[src/rtl/ibex_mem_arbiter_pkg.sv]
// ibex_mem_arbiter_pkg
// Shared types for the instruction/data memory arbiter.
//   arb_src_e : identifies which core interface owns a memory transaction.
//   InstrBe   : byte enables driven for instruction fetches (always full word).
//   arb_other : returns the opposite source (used by round-robin update).
package ibex_mem_arbiter_pkg;

  typedef enum logic {ArbSrcInstr = 1'b0, ArbSrcData = 1'b1} arb_src_e;

  localparam logic [3:0] InstrBe = 4'hF;

  function automatic arb_src_e arb_other(input arb_src_e src);
    if (src == ArbSrcInstr) begin
      return ArbSrcData;
    end else begin
      return ArbSrcInstr;
    end
  endfunction

endpackage

[src/rtl/ibex_arb_id_fifo.sv]
// ibex_arb_id_fifo
// Small FIFO of source IDs, one entry per granted-but-unanswered transaction.
//   clk_i, rst_ni : clock, asynchronous active-low reset
//   push, wdata   : enqueue wdata (ignored while full)
//   pop           : dequeue head (ignored while empty)
//   rdata         : current head entry
//   full, empty   : occupancy flags
module ibex_arb_id_fifo
  import ibex_mem_arbiter_pkg::*;
#(
  parameter int unsigned Depth = 2
) (
  input  logic     clk_i,
  input  logic     rst_ni,
  input  logic     push,
  input  logic     pop,
  input  arb_src_e wdata,
  output arb_src_e rdata,
  output logic     full,
  output logic     empty
);

  localparam int unsigned PtrW = (Depth > 1) ? $clog2(Depth) : 1;
  localparam int unsigned CntW = $clog2(Depth + 1);

  // Storage is rounded up to a power of two so every pointer value indexes a
  // real entry; pointers still wrap at Depth.
  arb_src_e            entries_q [2**PtrW];
  logic [PtrW-1:0]     wptr_q;
  logic [PtrW-1:0]     rptr_q;
  logic [CntW-1:0]     count_q;
  logic                push_ok;
  logic                pop_ok;

  function automatic logic [PtrW-1:0] ptr_inc(input logic [PtrW-1:0] ptr);
    if (ptr == PtrW'(Depth - 1)) begin
      return '0;
    end else begin
      return ptr + PtrW'(1);
    end
  endfunction

  assign full    = (count_q == CntW'(Depth));
  assign empty   = (count_q == CntW'(0));
  assign push_ok = push && !full;
  assign pop_ok  = pop && !empty;
  assign rdata   = entries_q[rptr_q];

  // Entry storage and pointer/occupancy bookkeeping.
  always_ff @(posedge clk_i or negedge rst_ni) begin
    if (!rst_ni) begin
      for (int i = 0; i < (2**PtrW); i++) begin
        entries_q[i] <= ArbSrcInstr;
      end
      wptr_q  <= '0;
      rptr_q  <= '0;
      count_q <= '0;
    end else begin
      if (push_ok) begin
        entries_q[wptr_q] <= wdata;
        wptr_q            <= ptr_inc(wptr_q);
      end else begin
        wptr_q <= wptr_q;
      end
      if (pop_ok) begin
        rptr_q <= ptr_inc(rptr_q);
      end else begin
        rptr_q <= rptr_q;
      end
      // Simultaneous push and pop leaves the occupancy unchanged.
      case ({push_ok, pop_ok})
        2'b10:   count_q <= count_q + CntW'(1);
        2'b01:   count_q <= count_q - CntW'(1);
        default: count_q <= count_q;
      endcase
    end
  end

endmodule

[src/rtl/ibex_mem_arbiter.sv]
// ibex_mem_arbiter
// Shares one memory port between the ibex instruction and data interfaces.
// Requests pass through combinationally; once a request is presented but not
// granted, the arbiter locks onto that source until the grant. Responses are
// routed back in order using a FIFO of source IDs.
//   clk_i, rst_ni         : clock, asynchronous active-low reset
//   instr_* / data_*      : core-side obi-style interfaces
//   mem_*                 : shared memory-side interface
// Parameter MaxOutstanding (1..8): granted-but-unanswered transaction limit.
// Build option IBEX_ARB_ROUND_ROBIN_EN: when defined, contention is resolved
// round-robin; otherwise data has fixed priority over instruction.
module ibex_mem_arbiter
  import ibex_mem_arbiter_pkg::*;
#(
  parameter int unsigned MaxOutstanding = 2
) (
  input  logic        clk_i,
  input  logic        rst_ni,
  input  logic        instr_req_i,
  output logic        instr_gnt_o,
  output logic        instr_rvalid_o,
  input  logic [31:0] instr_addr_i,
  output logic [31:0] instr_rdata_o,
  output logic        instr_err_o,
  input  logic        data_req_i,
  output logic        data_gnt_o,
  output logic        data_rvalid_o,
  input  logic        data_we_i,
  input  logic [3:0]  data_be_i,
  input  logic [31:0] data_addr_i,
  input  logic [31:0] data_wdata_i,
  output logic [31:0] data_rdata_o,
  output logic        data_err_o,
  output logic        mem_req_o,
  input  logic        mem_gnt_i,
  input  logic        mem_rvalid_i,
  output logic        mem_we_o,
  output logic [3:0]  mem_be_o,
  output logic [31:0] mem_addr_o,
  output logic [31:0] mem_wdata_o,
  input  logic [31:0] mem_rdata_i,
  input  logic        mem_err_i
);

  arb_src_e sel;
  arb_src_e prio;
  arb_src_e lock_src_q;
  arb_src_e fifo_head;
  logic     lock_q;
  logic     sel_data;
  logic     sel_req;
  logic     fifo_push;
  logic     fifo_pop;
  logic     fifo_full;
  logic     fifo_empty;
  logic     head_valid;

`ifdef IBEX_ARB_ROUND_ROBIN_EN
  arb_src_e rr_q;

  // Round-robin preference: favour the source that did not win last grant.
  always_ff @(posedge clk_i or negedge rst_ni) begin
    if (!rst_ni) begin
      rr_q <= ArbSrcData;
    end else if (fifo_push) begin
      rr_q <= arb_other(sel);
    end else begin
      rr_q <= rr_q;
    end
  end

  assign prio = rr_q;
`else
  assign prio = ArbSrcData;
`endif

  // Source selection: an ungranted request keeps ownership until granted.
  always_comb begin
    sel = ArbSrcInstr;
    if (lock_q) begin
      sel = lock_src_q;
    end else if (instr_req_i && data_req_i) begin
      sel = prio;
    end else if (data_req_i) begin
      sel = ArbSrcData;
    end else begin
      sel = ArbSrcInstr;
    end
  end

  assign sel_data  = (sel == ArbSrcData);
  assign sel_req   = sel_data ? data_req_i : instr_req_i;
  // Full is checked on the registered count only, so a same-cycle pop does
  // not reopen the request path (no rvalid-to-req combinational path).
  assign mem_req_o = sel_req && !fifo_full;
  assign fifo_push = mem_req_o && mem_gnt_i;

  assign instr_gnt_o = fifo_push && !sel_data;
  assign data_gnt_o  = fifo_push && sel_data;

  // Attribute mux; attributes are zero when the selected host is idle.
  always_comb begin
    mem_we_o    = 1'b0;
    mem_be_o    = 4'h0;
    mem_addr_o  = 32'h0;
    mem_wdata_o = 32'h0;
    if (sel_req) begin
      if (sel_data) begin
        mem_we_o    = data_we_i;
        mem_be_o    = data_be_i;
        mem_addr_o  = data_addr_i;
        mem_wdata_o = data_wdata_i;
      end else begin
        mem_be_o   = InstrBe;
        mem_addr_o = instr_addr_i;
      end
    end else begin
      mem_we_o = 1'b0;
    end
  end

  // Hold-until-grant lock.
  always_ff @(posedge clk_i or negedge rst_ni) begin
    if (!rst_ni) begin
      lock_q     <= 1'b0;
      lock_src_q <= ArbSrcInstr;
    end else if (mem_req_o && !mem_gnt_i) begin
      lock_q     <= 1'b1;
      lock_src_q <= sel;
    end else if (fifo_push) begin
      lock_q     <= 1'b0;
      lock_src_q <= lock_src_q;
    end else begin
      lock_q     <= lock_q;
      lock_src_q <= lock_src_q;
    end
  end

  assign fifo_pop = mem_rvalid_i && !fifo_empty;

  ibex_arb_id_fifo #(
    .Depth (MaxOutstanding)
  ) u_id_fifo (
    .clk_i  (clk_i),
    .rst_ni (rst_ni),
    .push   (fifo_push),
    .pop    (fifo_pop),
    .wdata  (sel),
    .rdata  (fifo_head),
    .full   (fifo_full),
    .empty  (fifo_empty)
  );

  // A response with nothing outstanding is dropped.
  assign head_valid     = mem_rvalid_i && !fifo_empty;
  assign instr_rvalid_o = head_valid && (fifo_head == ArbSrcInstr);
  assign data_rvalid_o  = head_valid && (fifo_head == ArbSrcData);
  assign instr_err_o    = mem_err_i && instr_rvalid_o;
  assign data_err_o     = mem_err_i && data_rvalid_o;
  assign instr_rdata_o  = mem_rdata_i;
  assign data_rdata_o   = mem_rdata_i;

endmodule

[config.mk]
export PLATFORM = sky130hd
export DESIGN_NAME = ibex_mem_arbiter
export DESIGN_NICKNAME = d
export VERILOG_FILES = /design/src/rtl/ibex_mem_arbiter_pkg.sv /design/src/rtl/ibex_arb_id_fifo.sv /design/src/rtl/ibex_mem_arbiter.sv
export SDC_FILE = /design/constraint.sdc
export NUM_CORES = 1
export LEC_CHECK = 0
export CORE_AREA = 2 2 109 111
export DETAILED_ROUTE_END_ITERATION = 12
export DIE_AREA = 0 0 111 113
export PLACE_DENSITY = 0.59
export SKIP_LAST_GASP = 1
export SYNTH_ARGS = -nofsm -noshare
export SYNTH_HDL_FRONTEND = slang
export SYNTH_SLANG_ARGS = --single-unit
[constraint.sdc]
create_clock -name clk_i -period 3.2 [get_ports clk_i]
set_input_delay 0.96 -clock clk_i [delete_from_list [all_inputs] [get_ports clk_i]]
set_output_delay 0.96 -clock clk_i [all_outputs]
set_load 0.005 [all_outputs]
After elaboration in Yosys (flattened, before gate mapping)
Cells that the tools add are included.
{"block": "totals", "wordCells": 64, "out_inout_bits": 140, "in_bits": 140, "reg_bits": 8}
{"block": "classes", "n_lt_le_gt_ge": 3, "bitwise_logic": 3, "n_mux": 23, "n_reduce_logical": 21, "add_sub_neg": 4, "n_eq_ne": 3}
{"cell": "$mux W32", "count": 4}
{"cell": "$logic_and A1 B1 Y1", "count": 14}
{"cell": "$mux W1", "count": 14}
{"cell": "$mux W4", "count": 2}
{"cell": "$eq A2 B2 Y1 const B", "count": 2}
{"cell": "$ge A2 B2 Y1 const B", "count": 2}
{"cell": "$logic_not A1 Y1", "count": 4}
{"cell": "$not A1 Y2", "count": 2}
{"cell": "$pmux W2 S2", "count": 1}
{"cell": "$reduce_bool A2 Y1", "count": 2}
{"cell": "$add A1 B1 Y1 const B", "count": 2}
{"cell": "$add A2 B1 Y2 const B", "count": 1}
{"cell": "$bwmux W2", "count": 1}
{"cell": "$eq A2 B1 Y1 const B", "count": 1}
{"cell": "$logic_not A2 Y1", "count": 1}
{"cell": "$lt A2 B1 Y1 const B", "count": 1}
{"cell": "$sub A2 B1 Y2 const B", "count": 1}
{"cell": "$demux W1 S1", "count": 1}
{"cell": "$not A1 Y1", "count": 1}

Logic depth before layout (Yosys ltp)
Gate-level depths: netlist of run 1.
{"block": "depth", "ltp_word": 9, "depth_mapped": 7, "depth_no_buf": 6}

Cells and area by module
A second synthesis of run 1 with hierarchy kept.
{"block": "unflattened", "cells_unflattened": 270, "hier_area_um2": 2170.8}
{"mod": "ibex_mem_arbiter", "area_per_inst_um2": 1888.1, "seq_area_each_um2": 50.0, "instances": 1, "cells_per_inst": 247}
{"mod": "ibex_arb_id_fifo", "area_per_inst_um2": 282.8, "seq_area_each_um2": 150.1, "instances": 1, "cells_per_inst": 23}

Worst setup path before layout of run 1
Ideal clock, no wire load.
{"block": "synth_timing", "path_type": "input-to-output", "from": "input data_req_i", "to": "output mem_be_o[2]", "required_time_ps": 2240, "slack_ps": 500, "arrival_time_ps": 1740, "path_buffers": 2, "stages": 5, "cell_sequence": "mux2i_1 > a21o_2 > clkbuf_1 > buf_2 > nor2_1"}
{"block": "synth_between", "elab_chain_cells": 5}
{"item": "start, declared", "line": "ibex_mem_arbiter.sv:25", "source": "input logic data_req_i,"}
{"item": "$mux W1 / $logic_and A1 B1 Y1 (equally long branches)", "line": "ibex_mem_arbiter.sv:84, ibex_mem_arbiter.sv:82"}
{"item": "$mux W1", "line": "ibex_mem_arbiter.sv:82", "source": "end else if (instr_req_i && data_req_i) begin"}
{"item": "$mux W1", "line": "ibex_mem_arbiter.sv:80", "source": "if (lock_q) begin"}
{"item": "$mux W4 / $mux W1 (equally long branches)", "line": "ibex_mem_arbiter.sv:108, ibex_mem_arbiter.sv:92"}
{"item": "$mux W4 (*)", "line": "ibex_mem_arbiter.sv:107", "source": "if (sel_req) begin"}
{"item": "end, declared", "line": "ibex_mem_arbiter.sv:38", "source": "output logic [3:0] mem_be_o,"}
Every way passes the cells marked *; elsewhere a longest branch is shown, timed or not.

Worst setup path in the final report of run 1
{"block": "layout_timing", "from": "input data_req_i", "to": "output mem_be_o[3]"}
Same word-level chain as after synthesis.

==> results.md, run 1 <==
* Worst min-delay path class: flop to flop
* Final worst slack at 0.0612 ns
* RSZ-0062 raised after global routing: no
* Final wirelength at 7110 µm
* Port Buffers at 183
* Antenna violations before repair at 0
* Pre-CTS WS at -0.577 ns
* GP Congestion at 0.792
* Via density at 3.88
* First DRT Iteration DRCs at 39
* Post-DP HPWL at 5880 µm
* CP startpoint kind: input pin
* Area growth from synthesis to layout at 104%
* Sequential area share after synthesis at 12.0%
* Peak VDD IR at 265 µV
* Max Fclk at 319 MHz
* # clock sinks at 8
* Cell count after synthesis at 260
* Final net count at 528
* GR Overflow Total at 0
* CTS tree: yes
* Final Hold Viols at 0
* CTS buffer count at 3
* Period minus WS final at 3.14 ns
* Max_slew headroom at 74.7%
* CTS max path bufs at 2
* Count of antenna-violating nets left after detailed routing at 0
* Outcome: completed
* Die height at 113 µm
* Clock latency on the worst-skew pair at 0.23 ns
* Ys Warns at 0
* Worst Path Class, Setup: input pin to primary output
* Worst Clk Skew at 0.00169 ns
* DRC viols at 0
* # rows at 39
* Clk slew on worst S/H paths at 0.04 ns
* Syn Std Cell Area at 1670 µm²
* First-pass GRT wire length at 10800 µm
* Total power at 2040 µW
* Largest net degree at the start of global routing at 37
* TNS Setup at 0 ns
* Critical path arrival at 2.18 ns
* Final period utilization at 98.1%
* Net count after synthesis at 401
* CTS Root Cell: clkbuf_16
* Slew @ Worst Pin at 0.378 ns
* Total Routing Usage GR at 10.4%
* P per Cell Area at 599 nW/µm²
* Unique cell type count in the Yosys netlist at 26
* Fraction of layout cells with a size suffix above 1 at 9.35%
* Final setup violation count at 0
* Die width at 111 µm
* Drt pass-1 iters at 4
* CORE AREA at 11300 µm²
* Post-synthesis area per instance at 6.42 µm²
* Max-cap violations at 0
* Leak at 0.00153 µW
* #FFs+latches synth at 8
* Worst Path Required at 2.24 ns
* Critical-path maximum fanout at 6
* Initial core utilization at 14.8%
* Wire length per cell at 13.5 µm
* Critical Path Sink Type: primary output
* Max-slew violation count at 0
* Die area at 12500 µm²
* I/O pin count at 280
* DR vias at 2048
* Vias in the first global route at 2103
* Diode count at 0
* Depth of the CTS H-tree at 1
-- where the power goes --
group | switching, µW | internal [µW] | leakage, µW | total [µW]
registers | 77.6 | 155 | 0.0000951 | 233
logic | 685 | 917 | 0.00139 | 1600
clock network | 47.2 | 161 | 0.0000370 | 208
total | 810 | 1230 | 0.00153 | 2040
-- state kept, by name, summed over array words and instances, names as in the netlist --
register and cells:
u_id_fifo.count_q 2, u_id_fifo.entries_q 2, lock_q 1, lock_src_q 1
u_id_fifo.rptr_q 1, u_id_fifo.wptr_q 1
-- metal layers --
metal,vias up,track usage (%),wire length (µm)
met4,0,3.67,161
met1,900,11.7,2740
met2,110,18.7,3480
met3,27,3.16,728
li1,1011,-,-
met5,-,0,0
-- synth_stat cells --
| cell | number | area share [%] |
|---|---|---|
| mux2_2 | 1 | 0.67 |
| buf_4 | 65 | 29 |
| nand2_1 | 66 | 15 |
| xor2_1 | 1 | 0.52 |
| and3_1 | 1 | 0.37 |
| a21boi_2 | 1 | 0.67 |
| mux2i_1 | 3 | 1.8 |
| a22o_1 | 4 | 2.1 |
| nor2b_1 | 1 | 0.37 |
| nor2_1 | 9 | 2.0 |
| a2111o_1 | 1 | 0.67 |
| nor3_1 | 1 | 0.30 |
| inv_1 | 4 | 0.90 |
| and2_1 | 34 | 13 |
| clkbuf_1 | 8 | 1.8 |
| o31ai_1 | 1 | 0.45 |
| o21ai_0 | 2 | 0.60 |
| dfrtp_1 | 8 | 12 |
| xnor2_1 | 4 | 2.1 |
| buf_2 | 6 | 1.8 |
| a21o_2 | 1 | 0.52 |
| buf_6 | 1 | 0.67 |
| ha_1 | 1 | 0.75 |
| a21oi_1 | 32 | 9.6 |
| o31ai_2 | 2 | 1.5 |
| o21ai_2 | 2 | 1.0 |
-- stage by stage --
step | util, % | hold WS, ns | instances | cell area [µm²]
global placement | 29.2 | 0.473 | 520 | 3290
global route | 30.2 | 0.523 | 528 | 3410
floorplan | - | 0.450 | 260 | 1670
CTS | 30.0 | 0.497 | 527 | 3380
finish | 30.2 | 0.493 | 528 | 3410
detailed placement | 29.2 | 0.480 | 520 | 3290
-- cell usage in the layout, fill, tap and decap left out, types with 3 or more instances in the layout --
| cell | n |
|---|---|
| a21oi_1 | 30 |
| a22o_1 | 4 |
| and2_1 | 34 |
| buf_12 | 4 |
| buf_4 | 12 |
| clkbuf_16 | 3 |
| clkdlybuf4s50_1 | 138 |
| dfrtp_1 | 8 |
| dlygate4sd2_1 | 38 |
| dlymetal6s2s_1 | 3 |
| inv_1 | 4 |
| nand2_1 | 66 |
| nor2_1 | 9 |
| o21ai_2 | 3 |
| xnor2_1 | 4 |
-- layout make-up --
type	count	area, µm²
fillers	1215	7860
repair buffers	202	2010
multi-input cells	168	931
flip-flops and latches	8	200
well taps	143	179
clock buffers	3	75.1
inverters	4	15.0
-- worst max-delay path: stages --
cell	delay [ns]
buf_2	0.14
buf_4	0.14
mux2i_4	0.16
buf_6	0.15
a22o_1	0.13
clkdlybuf4s50_1	0.50
-- logic make-up (layout without fill, tap and decap cells) --
| logic type | Yosys count | after routing | synth area share (%) |
|---|---|---|---|
| compound gates | 46 | 46 | 17.2 |
| xor+xnor | 5 | 5 | 2.62 |
| fa+ha+maj | 1 | 1 | 0.749 |
| buf+inv | 84 | 209 | 34.4 |
| flops | 8 | 8 | 12.0 |
| mux | 4 | 4 | 2.47 |
| simple gates | 112 | 112 | 30.6 |
-- worst paths after layout --
| check | startpoint | end | slack, ns | depth (start not counted) |
|---|---|---|---|---|
| worst max-delay path | data_req_i | mem_be_o[3] | 0.06 | 6 |
| worst min-delay path | u_id_fifo.rptr_q | u_id_fifo.rptr_q | 0.49 | 1 |
| worst max register to register | lock_src_q | u_id_fifo.count_q[1] | 1.08 | 7 |
| worst min register to register | u_id_fifo.rptr_q | u_id_fifo.rptr_q | 0.49 | 1 |
| max in group asynchronous | rst_ni | u_id_fifo.entries_q[1] | 1.91 | 1 |
| min in group asynchronous | rst_ni | u_id_fifo.entries_q[0] | 1.02 | 1 |
-- what timing repair did --
item,in CTS,in global routing
buffers inserted,4,1
pin swaps,3,0
endpoints found under the setup margin,76,18
cloned,1,0
hold buffers,0,0
gates resized for setup,54,7
Power figures use the tool's default switching activity.
==> inputs of run 2 (changes only) <==
- HOLD_SLACK_MARGIN: unset -> 0.15
==> results of run 2 <==
The final DEF is identical to that of run 1; final timing and power are the same.
